==> config.mk <==
export PLATFORM = sky130hd
export DESIGN_NAME = insn_loader
export DESIGN_NICKNAME = d
export VERILOG_FILES = /design/src/rtl/insn_loader.sv
export SDC_FILE = /design/constraint.sdc
export NUM_CORES = 1
export LEC_CHECK = 0
export ABC_AREA = 1
export CORE_ASPECT_RATIO = 1.2
export CORE_MARGIN = 2
export CORE_UTILIZATION = 30
export CTS_BUF_LIST = sky130_fd_sc_hd__clkbuf_16
export CTS_CLUSTER_SIZE = 20
export DETAILED_ROUTE_END_ITERATION = 7
export HOLD_SLACK_MARGIN = 0.12
export PLACE_DENSITY = 0.47
export REMOVE_ABC_BUFFERS = 1
export SLEW_MARGIN = 5
export SYNTH_ARGS = -nofsm -noshare
export SYNTH_HDL_FRONTEND = slang
export SYNTH_SLANG_ARGS = --single-unit
==> constraint.sdc <==
create_clock -name clk -period 5.41 [get_ports clk]
set_input_delay 0.8115 -clock clk [delete_from_list [all_inputs] [get_ports clk]]
set_output_delay 0.8115 -clock clk [all_outputs]
set_load 0.005 [all_outputs]
==> src/rtl/insn_loader.sv <==
// Boot-time program loader: framed byte stream -> instruction memory words.
// Holds the core in reset until a frame with a good checksum is loaded.
module insn_loader #(
    parameter int MEM_WORDS = 1024,
    parameter int ADDR_W    = 10
) (
    input  logic              clk,
    input  logic              reset,
    input  logic              rx_valid,
    input  logic [7:0]        rx_data,
    output logic              rx_ready,
    output logic              mem_we,
    output logic [ADDR_W-1:0] mem_addr,
    output logic [31:0]       mem_wdata,
    output logic              core_reset_n,
    output logic              done,
    output logic              error
);

    typedef enum logic [2:0] {
        SYNC, CNT_LO, CNT_HI, DATA, CHECK, DONE, ERR
    } state_t;

    localparam logic [16:0] MAX_N = 17'(MEM_WORDS);

    state_t      state, state_nx;
    logic [15:0] count, word_idx, count_full;
    logic [1:0]  byte_cnt;
    logic [23:0] shreg;
    logic [7:0]  csum;
    logic        take, is_sync, start;
    logic        oversize, empty, last_byte, last_word, csum_ok;

    // The write cycle is the only stall, so ready is simply the inverse strobe.
    assign rx_ready   = !mem_we;
    assign take       = rx_valid && rx_ready;
    assign is_sync    = rx_data == 8'hA5;
    assign count_full = {rx_data, count[7:0]};
    assign oversize   = {1'b0, count_full} > MAX_N;
    assign empty      = count_full == 16'd0;
    assign last_byte  = byte_cnt == 2'd3;
    assign last_word  = (word_idx + 16'd1) == count;
    assign csum_ok    = rx_data == csum;

    always_ff @(posedge clk or negedge reset) begin
        if (!reset) state <= SYNC;
        else        state <= state_nx;
    end

    always_comb begin
        state_nx = state;
        start    = 1'b0;
        if (take) begin
            unique case (state)
                SYNC: begin
                    if (is_sync) begin
                        state_nx = CNT_LO;
                        start    = 1'b1;
                    end
                end
                CNT_LO: state_nx = CNT_HI;
                CNT_HI: begin
                    if (oversize)   state_nx = ERR;
                    else if (empty) state_nx = CHECK;
                    else            state_nx = DATA;
                end
                DATA: begin
                    if (last_byte && last_word) state_nx = CHECK;
                end
                CHECK: state_nx = csum_ok ? DONE : ERR;
                DONE, ERR: begin
                    if (is_sync) begin
                        state_nx = CNT_LO;
                        start    = 1'b1;
                    end
                end
                default: state_nx = SYNC;
            endcase
        end
    end

    always_ff @(posedge clk or negedge reset) begin
        if (!reset) begin
            count        <= '0;
            word_idx     <= '0;
            byte_cnt     <= '0;
            shreg        <= '0;
            csum         <= '0;
            mem_we       <= 1'b0;
            mem_addr     <= '0;
            mem_wdata    <= '0;
            core_reset_n <= 1'b0;
            done         <= 1'b0;
            error        <= 1'b0;
        end else begin
            mem_we <= 1'b0;
            if (start) begin
                word_idx     <= '0;
                csum         <= '0;
                byte_cnt     <= '0;
                done         <= 1'b0;
                error        <= 1'b0;
                core_reset_n <= 1'b0;
            end
            if (take) begin
                case (state)
                    CNT_LO: count[7:0] <= rx_data;
                    CNT_HI: begin
                        count[15:8] <= rx_data;
                        if (oversize) error <= 1'b1;
                    end
                    DATA: begin
                        csum     <= csum ^ rx_data;
                        byte_cnt <= byte_cnt + 2'd1;
                        shreg    <= {rx_data, shreg[23:8]};
                        if (last_byte) begin
                            mem_we    <= 1'b1;
                            mem_addr  <= word_idx[ADDR_W-1:0];
                            mem_wdata <= {rx_data, shreg};
                            word_idx  <= word_idx + 16'd1;
                        end
                    end
                    CHECK: begin
                        if (csum_ok) begin
                            done         <= 1'b1;
                            core_reset_n <= 1'b1;
                        end else begin
                            error <= 1'b1;
                        end
                    end
                    default: ;
                endcase
            end
        end
    end

endmodule

==> out/qor.txt, run 1 <==
Worst R2R Start - mem_we
R2R depth - 7
routability cong. - 0.815
drt total wl - 13600 µm
Final Hold Fails - 0
DP HPWL - 9260 µm
Worst-Margin Slew - 1.03 ns
worst setup margin - 2.48 ns
CTS tree - built
Synth Instances - 653
final worst path period need - 2.93 ns
simple-gate share of the synthesized area - 0.265
xor-xnor portion of the synthesized cell area - 0.0186
share of layout cells above drive strength 1 - 0.0914
delay-heaviest family, CP - buffers and inverters
flop-to-flop setup slack - 2.85 ns
clk_skew - 0.0108 ns
Worst Path Class, Setup - input pin to flop
# DRC - 0
Max FO, Critical Path - 91
Yosys cell types - 33
final worst-path cycle share - 0.541
syn avg cell area - 8.34 µm²
commonest non-fill, non-tap cell in the layout - nand2_1
PwrDens - 450 mW/mm²
critical path startpoint category - input pin
Initial DRT Pass Iterations - 4
Clk Latency, worst-skew pair - 0.42 ns
num rows - 53
#FFs+latches synth - 115
Area growth, synth to finish - 23.4%
RSZ-0062 raised after global routing - no
Clock Sink Count - 115
CP peak stage delay - 0.51 ns
Finished Layout Cells - 942
Final setup viols - 0
largest family of logic cells by synthesized area - simple AND/OR/NAND/NOR gates
register area share after synthesis - 0.529
CP max stage cell - nor3_4
CTS max path bufs - 2
setup TNS - 0 ns
first-pass GRT wire length - 23000 µm
P_leak - 3.08 nW
vias in the first global route - 4398
CP Launch Point - rx_valid
Fmax - 0.342 GHz
WP depth - 7
WL/cell - 14.4 µm
Compound-Gate Fraction of Synth Area - 0.105
fillers - 1799
Starting Density - 0.309
Core ar. - 0.0176 mm²
Max VDD drop - 0.196 mV
R2R Path End - word_idx[3]
WP data required - 5.68 ns
Post-CTS Setup Inserts - 0
io pins - 58
Yosys Warn Count - 0
TritonCTS Buffers - 17
grt ovf - 0
worst path buffer plus inverter count - 3
critical path, cell by cell - clkdlybuf4s50_1, nand2_1, nor3_4, clkinv_2, buf_4, nand3_1, o21ai_1
Die X-Extent - 127 µm
Slew headroom - 0.312
dpl cells - 911
remaining antenna violation count - 0
Clock H-tree levels - 4
most frequent cells in the layout - nand2_1, dfrtp_1, inv_1
routed vias/inst - 4.70
Resize count post-CTS - 0
Die Ht - 152 µm
CP arrival - 3.19 ns
DR iter-0 viols - 285
Yosys top cell by area - dfrtp_1
Worst-path clk slew - 0.05 ns
status - completed
largest net degree at the start of global routing - 92
CTS Hold Buffers Added - 0
n_diodes - 0
GRT Overall Usage - 0.154
multiplexer share of the synthesized area - 0
Vias - 4429
main area contributors after synthesis - dfrtp_1, nand2_1, o21ai_0, inv_1, nand3_1
top-area cell type share of the netlist area - 0.529
NumNets Final - 723
Clock Tree Root - clkbuf_16
Worst setup EP type - flop
antenna violations before repair - 0
dpl ws - 2.02 ns
Die ar. - 0.0192 mm²
Hold Path Class - flop to flop
Register Area - 0.00288 mm²
area of the mapped netlist - 0.00544 mm²
area of the multi-input gates - 0.00214 mm²
max-slew violation count - 0
post-synthesis adder-cell area fraction - 0.00460
Max Cap Viol - 0
Critical path destination - word_idx[3]
buffers added on ports - 57
area by class of cell:
| class | count | area share |
|---|---|---|
| clock buffer | 17 | 0.0633 |
| clock inverter | 14 | 0.0151 |
| tap | 220 | 0.0410 |
| sequential | 115 | 0.428 |
| multi-input combinational | 435 | 0.319 |
| inverter | 82 | 0.0460 |
| timing repair buffer | 59 | 0.0868 |
flip-flops by register name, indices dropped and copies added, names as in the netlist:
signal	flops
mem_wdata	32
shreg	24
count	16
word_idx	16
mem_addr	10
csum	8
state	3
byte_cnt	2
core_reset_n	1
done	1
error	1
mem_we	1
worst reg2reg max path: cells and delay by family (launching register included):
family          cells  cell delay, ns
simple gates        3            1.00
buf+inv             3            0.94
flops               1            0.38
compound gates      1            0.09
power by group:
| part | leakage, nW | total, mW | internal [mW] | switching [mW] |
|---|---|---|---|---|
| sequential | 1.51 | 1.28 | 1.12 | 0.158 |
| combinational | 1.29 | 0.730 | 0.333 | 0.398 |
| clock | 0.269 | 1.01 | 0.616 | 0.395 |
| total | 3.08 | 3.02 | 2.07 | 0.950 |
cell families (layout without fill, tap and decap cells):
logic type,count (synthesis),count (layout)
simple gates,315,315
compound gates,108,108
flops,115,115
fa+ha+maj,2,2
xor+xnor,10,10
buf+inv,103,172
cells in the mapped netlist:
| library cell | instances |
|---|---|
| o21ai_1 | 19 |
| buf_2 | 2 |
| nand3b_1 | 3 |
| inv_2 | 5 |
| dfrtp_1 | 115 |
| o22ai_1 | 1 |
| o21ai_0 | 78 |
| nand4_1 | 14 |
| a311oi_1 | 1 |
| nand2_4 | 1 |
| nor3_2 | 1 |
| nor2_2 | 4 |
| clkbuf_1 | 14 |
| o221ai_2 | 1 |
| xor2_1 | 5 |
| xnor2_1 | 4 |
| nand3_1 | 57 |
| nor3_4 | 1 |
| xnor3_1 | 1 |
| nor4_2 | 1 |
| ha_1 | 2 |
| nand2_1 | 186 |
| nand2_2 | 5 |
| nor2_1 | 28 |
| o21ai_2 | 3 |
| nand3_2 | 5 |
| o21bai_2 | 1 |
| a21oi_1 | 4 |
| nor2_4 | 6 |
| nor3_1 | 1 |
| buf_6 | 5 |
| or2_2 | 2 |
| inv_1 | 77 |
how the worst min path moves through the flow:
stage | endpoint | cells past startpoint | slack [ns] | start
6_report | mem_addr[1] | 2 | 0.48 | mem_addr[1]
5_1_grt | shreg[4] | 2 | 0.50 | shreg[12]
4_1_cts | shreg[4] | 2 | 0.48 | shreg[12]
3_5_place_dp | shreg[4] | 2 | 0.47 | shreg[12]
3_3_place_gp | shreg[4] | 2 | 0.46 | shreg[12]
2_1_floorplan | count[6] | 2 | 0.45 | count[6]
routing by layer:
metal / GRT usage / wire length (µm)
met2: 0.254 / 6470
met1: 0.194 / 6270
met3: 0.0365 / 510
met4: 0.0681 / 353
met5: 0 / 0
metrics by stage:
stage / hold slack [ns] / utilization / power, mW / instance area, µm²
final: 0.479 / 0.381 / 3.02 / 6720
after global routing: 0.499 / 0.381 / 3.25 / 6720
after CTS: 0.484 / 0.381 / 3.06 / 6720
after detailed placement: 0.469 / 0.351 / 2.03 / 6190
after global placement: 0.462 / 0.351 / 2.00 / 6190
after floorplan: 0.453 / - / 1.71 / 5330
No activity file was read; power rests on OpenSTA's default activity.
==> inputs of run 2 (changes only) <==
- PLACE_DENSITY: 0.47 -> 0.48
- clock period: 5.41 -> 2.4 ns (I/O delays scaled with it)
==> out/qor.txt, run 2 (same netlist as run 1, synthesis figures left out) <==
Slew headroom - 0.584
hold depth - 2
Max FO, Critical Path - 7
n_diodes - 0
max-slew violation count - 0
Worst-Margin Slew - 0.623 ns
NumNets Final - 739
RSZ-0062 raised after global routing - no
CP arrival - 2.47 ns
Final setup viols - 0
largest net degree at the start of global routing - 116
Seq pwr share - 0.410
Die Ht - 152 µm
Finished Layout Cells - 957
Resize count post-CTS - 0
setup TNS - 0 ns
max FFs per register - 32
Worst setup EP type - flop
most flop-heavy register - mem_wdata
Max VDD drop - 0.469 mV
io pins - 58
routed vias/inst - 4.69
fillers - 1808
Clock Sink Count - 115
GRT Overall Usage - 0.154
remaining antenna violation count - 0
PwrDens - 1020 mW/mm²
Fmax - 0.462 GHz
Worst Path Class, Setup - flop to flop
Cell Int Power - 4.91 mW
drt total wl - 13700 µm
Core ar. - 0.0176 mm²
Clock Tree Root - clkbuf_16
num rows - 53
dpl cells - 926
CTS tree - built
antenna violations before repair - 0
DP HPWL - 9490 µm
Post-CTS Setup Inserts - 0
Die X-Extent - 127 µm
buffers added on ports - 57
grt ovf - 0
final worst path period need - 2.17 ns
DR iter-0 viols - 268
Max Cap Viol - 0
Area growth, synth to finish - 26.9%
most frequent cells in the layout - nand2_1, dfrtp_1, inv_1
Hold Path Class - flop to flop
fin util - 0.392
vias in the first global route - 4553
Clock H-tree levels - 4
Final Hold Fails - 0
Clock power frac - 0.350
commonest non-fill, non-tap cell in the layout - nand2_1
Psw - 2.11 mW
biggest regs - mem_wdata (32), shreg (24)
Vias - 4493
Initial DRT Pass Iterations - 5
Die ar. - 0.0192 mm²
R2R depth - 14
first-pass GRT wire length - 23100 µm
final worst-path cycle share - 0.903
combinational power share - 0.241
Starting Density - 0.309
P_leak - 3.18 nW
status - completed
routability cong. - 0.863
clk_skew - 0.0120 ns
# DRC - 0
Sw Share - 0.301
critical path startpoint category - flop
CTS max path bufs - 2
Clk Latency, worst-skew pair - 0.42 ns
WP data required - 2.70 ns
Worst-path clk slew - 0.05 ns
TritonCTS Buffers - 17
WL/cell - 14.4 µm
share of layout cells above drive strength 1 - 0.110
run 2: cell types whose count changed in the layout (fill, tap and decap cells not counted), moves of 2 or more:
cell and delta:
clkinvlp_4 -2, buf_12 +2, clkinv_4 +2, inv_1 -2, bufinv_16 +2, buf_4 +13
run 2: stage by stage:
step / power (mW) / setup slack, ns / cell area (µm²) / hold WS, ns
2_1_floorplan: 3.85 / 0.0498 / 5330 / 0.0644
3_3_place_gp: 4.56 / 0.170 / 6330 / 0.465
3_5_place_dp: 4.62 / 0.137 / 6330 / 0.469
6_report: 7.03 / 0.234 / 6910 / 0.472
5_1_grt: 7.58 / 0.0334 / 6910 / 0.512
4_1_cts: 7.13 / 0.252 / 6910 / 0.481
run 2: power by group through the flow:
| stage | sequential [mW] | clock, mW | combinational, mW |
|---|---|---|---|
| detailed placement | 2.91 | 0 | 1.71 |
| CTS | 2.88 | 2.52 | 1.73 |
| floorplan | 2.85 | 0 | 0.994 |
| finish | 2.88 | 2.46 | 1.69 |
| global placement | 2.89 | 0 | 1.67 |
| global route | 2.96 | 2.63 | 1.98 |
run 2: critical path, stage by stage (launching register included):
cell and delay, ns:
dfrtp_1 0.43, ha_1 0.22, nand2_1 0.13, nor2_4 0.22, nand4_1 0.19, nand2_1 0.10
nand2_1 0.05, nand2_1 0.08, nand2_1 0.07, nor2_1 0.14, nand3_1 0.13, nand2_2 0.12
nand2_2 0.06, nand2_1 0.07, nand2_1 0.05
run 2: final timing paths:
path,from,end,slack (ns)
max reg2reg,word_idx[1],state[0],0.23
min,mem_addr[7],mem_addr[7],0.47
min reg2reg,mem_addr[7],mem_addr[7],0.47
max,word_idx[1],state[0],0.23
max in group asynchronous,reset,mem_addr[4],1.36
min in group asynchronous,reset,mem_wdata[8],0.57
run 2: per-layer routing:
| layer | share of wire | global-route usage |
|---|---|---|
| met2 | 0.48 | 0.256 |
| met5 | 0 | 0 |
| met4 | 0.019 | 0.0637 |
| met1 | 0.46 | 0.194 |
| met3 | 0.042 | 0.0376 |
run 2: area by class of cell:
class / count / area [µm²] / share of cell area
well taps: 220 / 275 / 0.0398
repair buffers: 75 / 731 / 0.106
inverters: 82 / 309 / 0.0447
clock inverters: 13 / 146 / 0.0212
flip-flops and latches: 115 / 2880 / 0.417
multi-input cells: 435 / 2140 / 0.310
clock buffers: 17 / 425 / 0.0616
run 2: timing repair:
item                                   in CTS  in global routing
endpoints found under the hold margin     115                  0
hold buffers                                1                  0
setup endpoints to repair                   0                  0
==> inputs of run 3 (changes only) <==
- CTS_BUF_LIST: sky130_fd_sc_hd__clkbuf_16 -> sky130_fd_sc_hd__clkbuf_4 sky130_fd_sc_hd__clkbuf_8
==> out/qor.txt, run 3 (same netlist as run 1, synthesis figures left out) <==
Post-CTS Setup Inserts - 0
CP Launch Point - word_idx[1]
Clk Latency, worst-skew pair - 0.44 ns
Slew headroom - 0.588
RSZ-0062 raised after global routing - no
PwrDens - 951 mW/mm²
Die Ht - 152 µm
Max FO, Critical Path - 7
CP peak stage delay - 0.44 ns
Clock H-tree levels - 4
dpl ws - 0.137 ns
Critical path destination - state[0]
status - completed
R2R depth - 14
Fmax - 0.463 GHz
CP arrival - 2.49 ns
biggest regs - mem_wdata (32), shreg (24)
setup TNS - 0 ns
Final setup viols - 0
Worst-Margin Slew - 0.618 ns
DP Area - 0.00633 mm²
WP data required - 2.73 ns
max-slew violation count - 0
routability cong. - 0.863
dpl cells - 926
TritonCTS Buffers - 17
# DRC - 0
fillers - 1830
Worst R2R Start - word_idx[1]
design area - 0.00674 mm²
routed vias/inst - 4.67
share of layout cells above drive strength 1 - 0.114
Worst-path clk slew - 0.07 ns
Hold Path Class - flop to flop
flop-to-flop setup slack - 0.24 ns
Max Cap Viol - 0
GRT Overall Usage - 0.153
Initial DRT Pass Iterations - 5
most frequent cells in the layout - nand2_1, dfrtp_1, o21ai_0
n_diodes - 0
critical path startpoint category - flop
final worst path period need - 2.16 ns
Vias - 4471
Clock Tree Root - clkbuf_8
R2R Path End - state[0]
num rows - 53
final worst-path cycle share - 0.901
antenna violations before repair - 0
commonest non-fill, non-tap cell in the layout - nand2_1
Core ar. - 0.0176 mm²
Resize count post-CTS - 0
Total Power - 6.40 mW
drt total wl - 13600 µm
max FFs per register - 32
DP HPWL - 9490 µm
Die ar. - 0.0192 mm²
Worst Path Class, Setup - flop to flop
worst setup margin - 0.238 ns
Die X-Extent - 127 µm
CTS max path bufs - 2
P_leak - 3.09 nW
critical path, cell by cell - ha_1, nand2_1, nor2_4, nand2_1, nand3_1, nand2_1, nor2_1, nand3_1, nor2_1, nand3_1, nand2_2, nand2_2, nand2_1, nand2_1
CP max stage cell - dfrtp_1
remaining antenna violation count - 0
Final Hold Fails - 0
fin util - 0.382
worst path buffer plus inverter count - 0
Starting Density - 0.309
buffers added on ports - 57
delay-heaviest family, CP - simple AND/OR/NAND/NOR gates
WP depth - 14
first-pass GRT wire length - 22900 µm
grt ovf - 0
DR iter-0 viols - 284
Max VDD drop - 0.327 mV
WL/cell - 14.2 µm
most used cell, CP - nand2_1
Area growth, synth to finish - 23.7%
clk_skew - 0.0143 ns
CTS tree - built
Finished Layout Cells - 957
io pins - 58
NumNets Final - 739
most flop-heavy register - mem_wdata
Hold Slack - 0.475 ns
vias in the first global route - 4511
Clock Sink Count - 115
largest net degree at the start of global routing - 116
Worst setup EP type - flop
==> run 3: how the worst min path moves through the flow <==
stage | start | endpoint | depth (start not counted)
after floorplan | reset | byte_cnt[0] | 0
after global placement | shreg[10] | shreg[2] | 2
after detailed placement | mem_addr[7] | mem_addr[7] | 2
after CTS | mem_addr[7] | mem_addr[7] | 2
after global routing | mem_addr[7] | mem_addr[7] | 2
final | mem_addr[7] | mem_addr[7] | 2
==> run 3: timing repair <==
action | 4_1_cts | 5_1_grt
endpoints found under the hold margin | 115 | 0
hold buffers | 1 | 0
endpoints found under the setup margin | 0 | 0
==> run 3: worst reg2reg max path, delay by kind of cell (launching register included) <==
family	cells	cell delay [ns]
AND/OR/NAND/NOR	13	1.41
flip-flops	1	0.44
adder cells (fa/ha/maj)	1	0.23
==> run 3: report_power, final <==
part	leakage, nW	internal [mW]	switching (mW)
Clock	0.205	1.06	0.783
Sequential	1.51	2.53	0.343
Combinational	1.38	0.783	0.905
==> run 3: cell type report <==
| cell class | count | area [µm²] | share of cell area |
|---|---|---|---|
| multi-input cells | 435 | 2140 | 0.318 |
| clock inverters | 10 | 135 | 0.0201 |
| clock buffers | 20 | 263 | 0.0390 |
| well taps | 220 | 275 | 0.0409 |
| inverters | 82 | 309 | 0.0459 |
| flip-flops and latches | 115 | 2880 | 0.427 |
| repair buffers | 75 | 731 | 0.108 |
==> run 3: layer usage <==
layer	share of wire	vias up	global-route usage
li1	-	2247	-
met1	0.47	2134	0.193
met2	0.48	76	0.253
met3	0.037	14	0.0397
met4	0.019	0	0.0604
met5	0	-	0
==> RTL edit 1: new RTL, flow settings as in run 2 <==
The parameter `ADDR_W` goes from 10 to 9.
--- a/src/rtl/insn_loader.sv
+++ b/src/rtl/insn_loader.sv
@@ -4,3 +4,3 @@
     parameter int MEM_WORDS = 1024,
-    parameter int ADDR_W    = 10
+    parameter int ADDR_W    = 9
 ) (
Interface: changed (resized mem_addr); port bits go from 58 to 57. No check against the original RTL was run, so the function may have changed too.
==> RTL edit 1 against run 2 <==
Design area fell by 1.5%; synthesized cell count fell by 0.15%; first-iteration DRC count fell by 11%; via count fell by 1.1%; worst setup slack improved by 0.055 ns; combinational power rose by 6%; area after synthesis fell by 1.4%; wire length fell by 2.6%; sequential cell count fell by 1; clock power fell by 5%; power rose by 0.38%.
==> RTL edit 1: results <==
[global_routing]
use_met3_pct = 3.87
grt_max_degree = 99
grtUsageMet1_pct = 18.5
grt_pass1_vias = 4493
use_met2_pct = 24.5
grt_pass1_wl_um = 22200
track_usage_pct = 15.0

[final_layout]
diodes = 0
layout-drive-gt1-share_pct = 9.10
nNetsFinal = 736

[route]
wl_per_cell_um = 14.0
drt_pass1_iterations = 4
wirelength_um = 13400
drtIter0Drc = 238
routed_via_density = 4.65

[setup_path]
crit_fanout = 6
r2r-start = "word_idx[0]"
critPathArrivalTime_ns = 2.42
crit_start = "word_idx[0]"

[power]
ir_drop_v = 0.000480
p_leak_nw = 3.17
p_int_mw = 4.77

[clock_network]
cts_setup_buffers = 0
clk_latency_ns = 0.42
clk_path_buf_depth = 2

[placed_design]
place_congestion = 0.806
dpl_cell_area_sq_mm = 0.00625
dp_hpwl_um = 9360
io_buffers = 56
dp.cells = 923
pre_cts_slack_ns = 0.133

[synthesis]
synth_commonest_cells = "nand2_1 (188), dfrtp_1 (114), inv_1 (76)"
seq_area_frac_synth_pct = 53.2
netlist_instances = 652
synth.top_cells.by_area = "dfrtp_1 (53%), nand2_1 (13%), nand3_1 (6.0%)"
synthDistinctLibCells = 31

[sta]
finClkSkew_ns = 0.0120
worst_pin_slew_ns = 0.534

[status]
status = "complete, no violations"

[min_path]
hold_path.class = "primary input to asynchronous set/reset pin"
RTL edit 1: critical path, stage by stage, from the launching register on:
cell,delay (ns)
dfrtp_1,0.43
ha_1,0.23
nand2_1,0.15
nor2_4,0.20
nand2_1,0.07
nand2_1,0.09
nand2_1,0.08
nand2_1,0.06
nand2_1,0.04
nor2_1,0.08
nand2_1,0.07
nor3_2,0.10
nand2_1,0.10
nand2_2,0.10
nand2_1,0.08
nand2_1,0.07
nand2_1,0.05
RTL edit 1: what timing repair did:
| action | in CTS | in global routing |
|---|---|---|
| setup endpoints to repair | 0 | 0 |
| endpoints found under the hold margin | 16 | 0 |
| hold buffers | 1 | 0 |
RTL edit 1: power by group through the flow:
stage                     logic, mW  registers [mW]  clock network, mW
after global placement         1.77            2.95                  0
after floorplan                1.07            2.87                  0
after detailed placement       1.80            2.97                  0
final                          1.79            2.93               2.33
after global routing           2.05            3.02               2.48
after CTS                      1.81            2.94               2.40
RTL edit 1: cell type report:
class	count	area, sq um
clock buffer	17	425
clock inverter	15	120
fill	1799	10700
inverter	80	302
multi-input combinational	438	2110
sequential	114	2850
tap	220	275
timing repair buffer	72	718
RTL edit 1: path summary, 6_finish.rpt:
path | end | slack [ns] | depth (start not counted)
setup / recovery | state[1] | 0.29 | 16
hold / removal | mem_wdata[20] | 0.35 | 2
setup reg to reg | state[1] | 0.29 | 16
hold reg to reg | mem_addr[1] | 0.47 | 2
max in group asynchronous | mem_addr[7] | 1.25 | 3
min in group clk | mem_addr[1] | 0.47 | 2
RTL edit 1: metrics by stage:
stage | hold WS [ns] | total power [mW]
3_5_place_dp | 0.244 | 4.77
2_1_floorplan | 0.0644 | 3.94
3_3_place_gp | 0.240 | 4.72
4_1_cts | 0.337 | 7.15
6_report | 0.346 | 7.05
5_1_grt | 0.360 | 7.55
RTL edit 1: kinds of logic after synthesis:
| logic type | Yosys count | synth area share, % |
|---|---|---|
| compound gates | 104 | 9.84 |
| xor+xnor | 11 | 2.07 |
| fa+ha+maj | 2 | 0.466 |
| buf+inv | 100 | 7.55 |
| flops | 114 | 53.2 |
| simple gates | 321 | 26.9 |
RTL edit 1: routing by layer:
| metal | vias up | part of all wire, % |
|---|---|---|
| li1 | 2248 | - |
| met1 | 2103 | 46 |
| met2 | 71 | 48 |
| met3 | 20 | 3.3 |
| met4 | 0 | 2.9 |
| met5 | - | 0 |
==> RTL edit 2: new RTL, flow settings as in run 2 <==
Made on the original files. Re-encode `state_t` (7 states) as one-hot, 7 bits wide.
--- a/src/rtl/insn_loader.sv
+++ b/src/rtl/insn_loader.sv
@@ -19,4 +19,4 @@
 
-    typedef enum logic [2:0] {
-        SYNC, CNT_LO, CNT_HI, DATA, CHECK, DONE, ERR
+    typedef enum logic [6:0] {
+        SYNC = 7'b0000001, CNT_LO = 7'b0000010, CNT_HI = 7'b0000100, DATA = 7'b0001000, CHECK = 7'b0010000, DONE = 7'b0100000, ERR = 7'b1000000
     } state_t;
Behaviour: same outputs for any inputs over 4 cycles, from zero or initial values and one cycle with reset low; so few cycles prove little.
==> RTL edit 2 against run 2 <==
Wire length shrank 1.9%; synthesized cell count is 1.7% higher; worst setup slack better by 0.036 ns; sequential cell count grew 4; area after synthesis is 0.71% higher; design area up 1.1%; die area increased by 0.69%.
Power is not compared: it rests on default switching activity, and its combinational part moved more than twofold at a synthesized area within 25%.
==> RTL edit 2: results <==
[status]
status = "complete, no violations"

[clock_network]
cts_setup_buffers = 0
clk_pin_slew_worst_paths_ns = 0.06
cts_inserted_buffers = 17
cts_resized = 0
cts_htree_levels = 4
cts_hold_buffers = 1

[min_path]
hold_path.class = "register to register"

[placed_design]
dp_hpwl_um = 9540
pre_cts_slack_ns = 0.174
place_congestion = 0.870
dpl_cell_area_sq_mm = 0.00638

[global_routing]
grt_max_degree = 62
grt_pass1_vias = 4584
grt_pass1_wl_um = 23000
track_usage_pct = 15.0
antenna_found_initial = 0

[synthesis]
seq_area_frac_synth_pct = 54.3
synthDistinctLibCells = 29
yosysWarnings = 0
synth_commonest_cells = "nand2_1 (201), dfrtp_1 (118), o21ai_0 (90)"
synth.top_cells.by_area = "dfrtp_1 (54%), nand2_1 (14%), o21ai_0 (8.2%)"

[setup_path]
cpPeakStageDelay_ns = 0.42
rrSetupSlack_ns = 0.27
r2r_cells = 16
crit_fanout = 7
worstSetupEndpoint = "state[3]"
critPathArrivalTime_ns = 2.43

[power]
ir_drop_v = 0.000483
p_leak_nw = 3.27

[route]
routed_via_density = 4.59
drtIter0Drc = 232
drt_pass1_iterations = 4
wl_per_cell_um = 13.9

[sta]
finClkSkew_ns = 0.00854
fin_crit_sh_pct = 88.8
worst_pin_slew_ns = 0.608

[final_layout]
layout-drive-gt1-share_pct = 8.72
nNetsFinal = 745
==> RTL edit 2: cell count changes after synthesis, moves of 4 or more <==
cell and delta:
nor2_4 -4, o21ai_0 +12, buf_6 -5, xor2_1 +4, nand2_1 +15, buf_2 +9, inv_1 -5, nor3_1 +4
nand3_2 -5, o21ai_1 -8
==> RTL edit 2: worst min-delay path by stage <==
stage | slack, ns | start | to
final | 0.47 | shreg[18] | shreg[10]
after global routing | 0.51 | shreg[18] | shreg[10]
after CTS | 0.48 | mem_addr[0] | mem_addr[0]
after detailed placement | 0.42 | reset | mem_addr[9]
after global placement | 0.42 | reset | mem_addr[9]
after floorplan | 0.06 | reset | byte_cnt[0]
==> RTL edit 2: where the power goes <==
group          total (mW)  switching, mW  leakage (nW)  internal [mW]
Clock                2.59          0.959         0.284           1.63
Combinational       0.285          0.184          1.46          0.101
Sequential           2.07         0.0286          1.53           2.04
Total                4.95           1.17          3.27           3.78
==> RTL edit 2: logic make-up (layout without fill, tap and decap cells) <==
logic type                 after synthesis  count (layout)  share of synthesized area (%)
xor gates and xnor gates                14              14                           2.51
AOI/OAI and AO/OA                      104             104                           9.58
buffers and inverters                   98             179                           6.96
and+or+nand+nor                        327             327                           26.2
adders and majority gates                2               2                          0.456
DFF                                    119             119                           54.3
==> RTL edit 2: worst reg2reg max path, cell delays in order (launching register included) <==
cell and delay [ns]:
dfrtp_1 0.42, ha_1 0.20, nand3_1 0.18, nand2_1 0.14, nand2_1 0.07, nand2_1 0.06, nand2_1 0.05, nor2_1 0.10
nand2_1 0.08, nor2_1 0.10, nand2_1 0.07, nor2_2 0.12, nand2_2 0.09, nand2_4 0.11, nand2_4 0.08, nand2_1 0.09
nand2_1 0.06
==> RTL edit 2: cell type report <==
class                           instances  share of cell area [%]
Tap cell                              224                    4.01
Inverter                               75                    4.03
Timing Repair Buffer                   72                    10.3
Multi-Input combinational cell        447                    30.4
Clock inverter                         15                    2.49
Sequential cell                       119                    42.6
Clock buffer                           17                    6.09
==> RTL edit 2: metal layers <==
metal / vias to the layer above / track usage [%] / routed length (um)
li1: 2267 / - / -
met1: 2090 / 18.9 / 6100
met2: 68 / 25.0 / 6660
met3: 22 / 2.78 / 402
met4: 0 / 6.80 / 315
met5: - / 0 / 0
==> RTL edit 2: through the flow <==
stage,cells,util (%),power [mW],setup TNS (ns)
after CTS,969,38.7,5.01,0
after floorplan,641,-,2.25,-1.36
after detailed placement,936,35.4,2.40,0
after global routing,969,38.7,5.15,0
final,969,38.7,4.95,0
after global placement,936,35.4,2.39,0
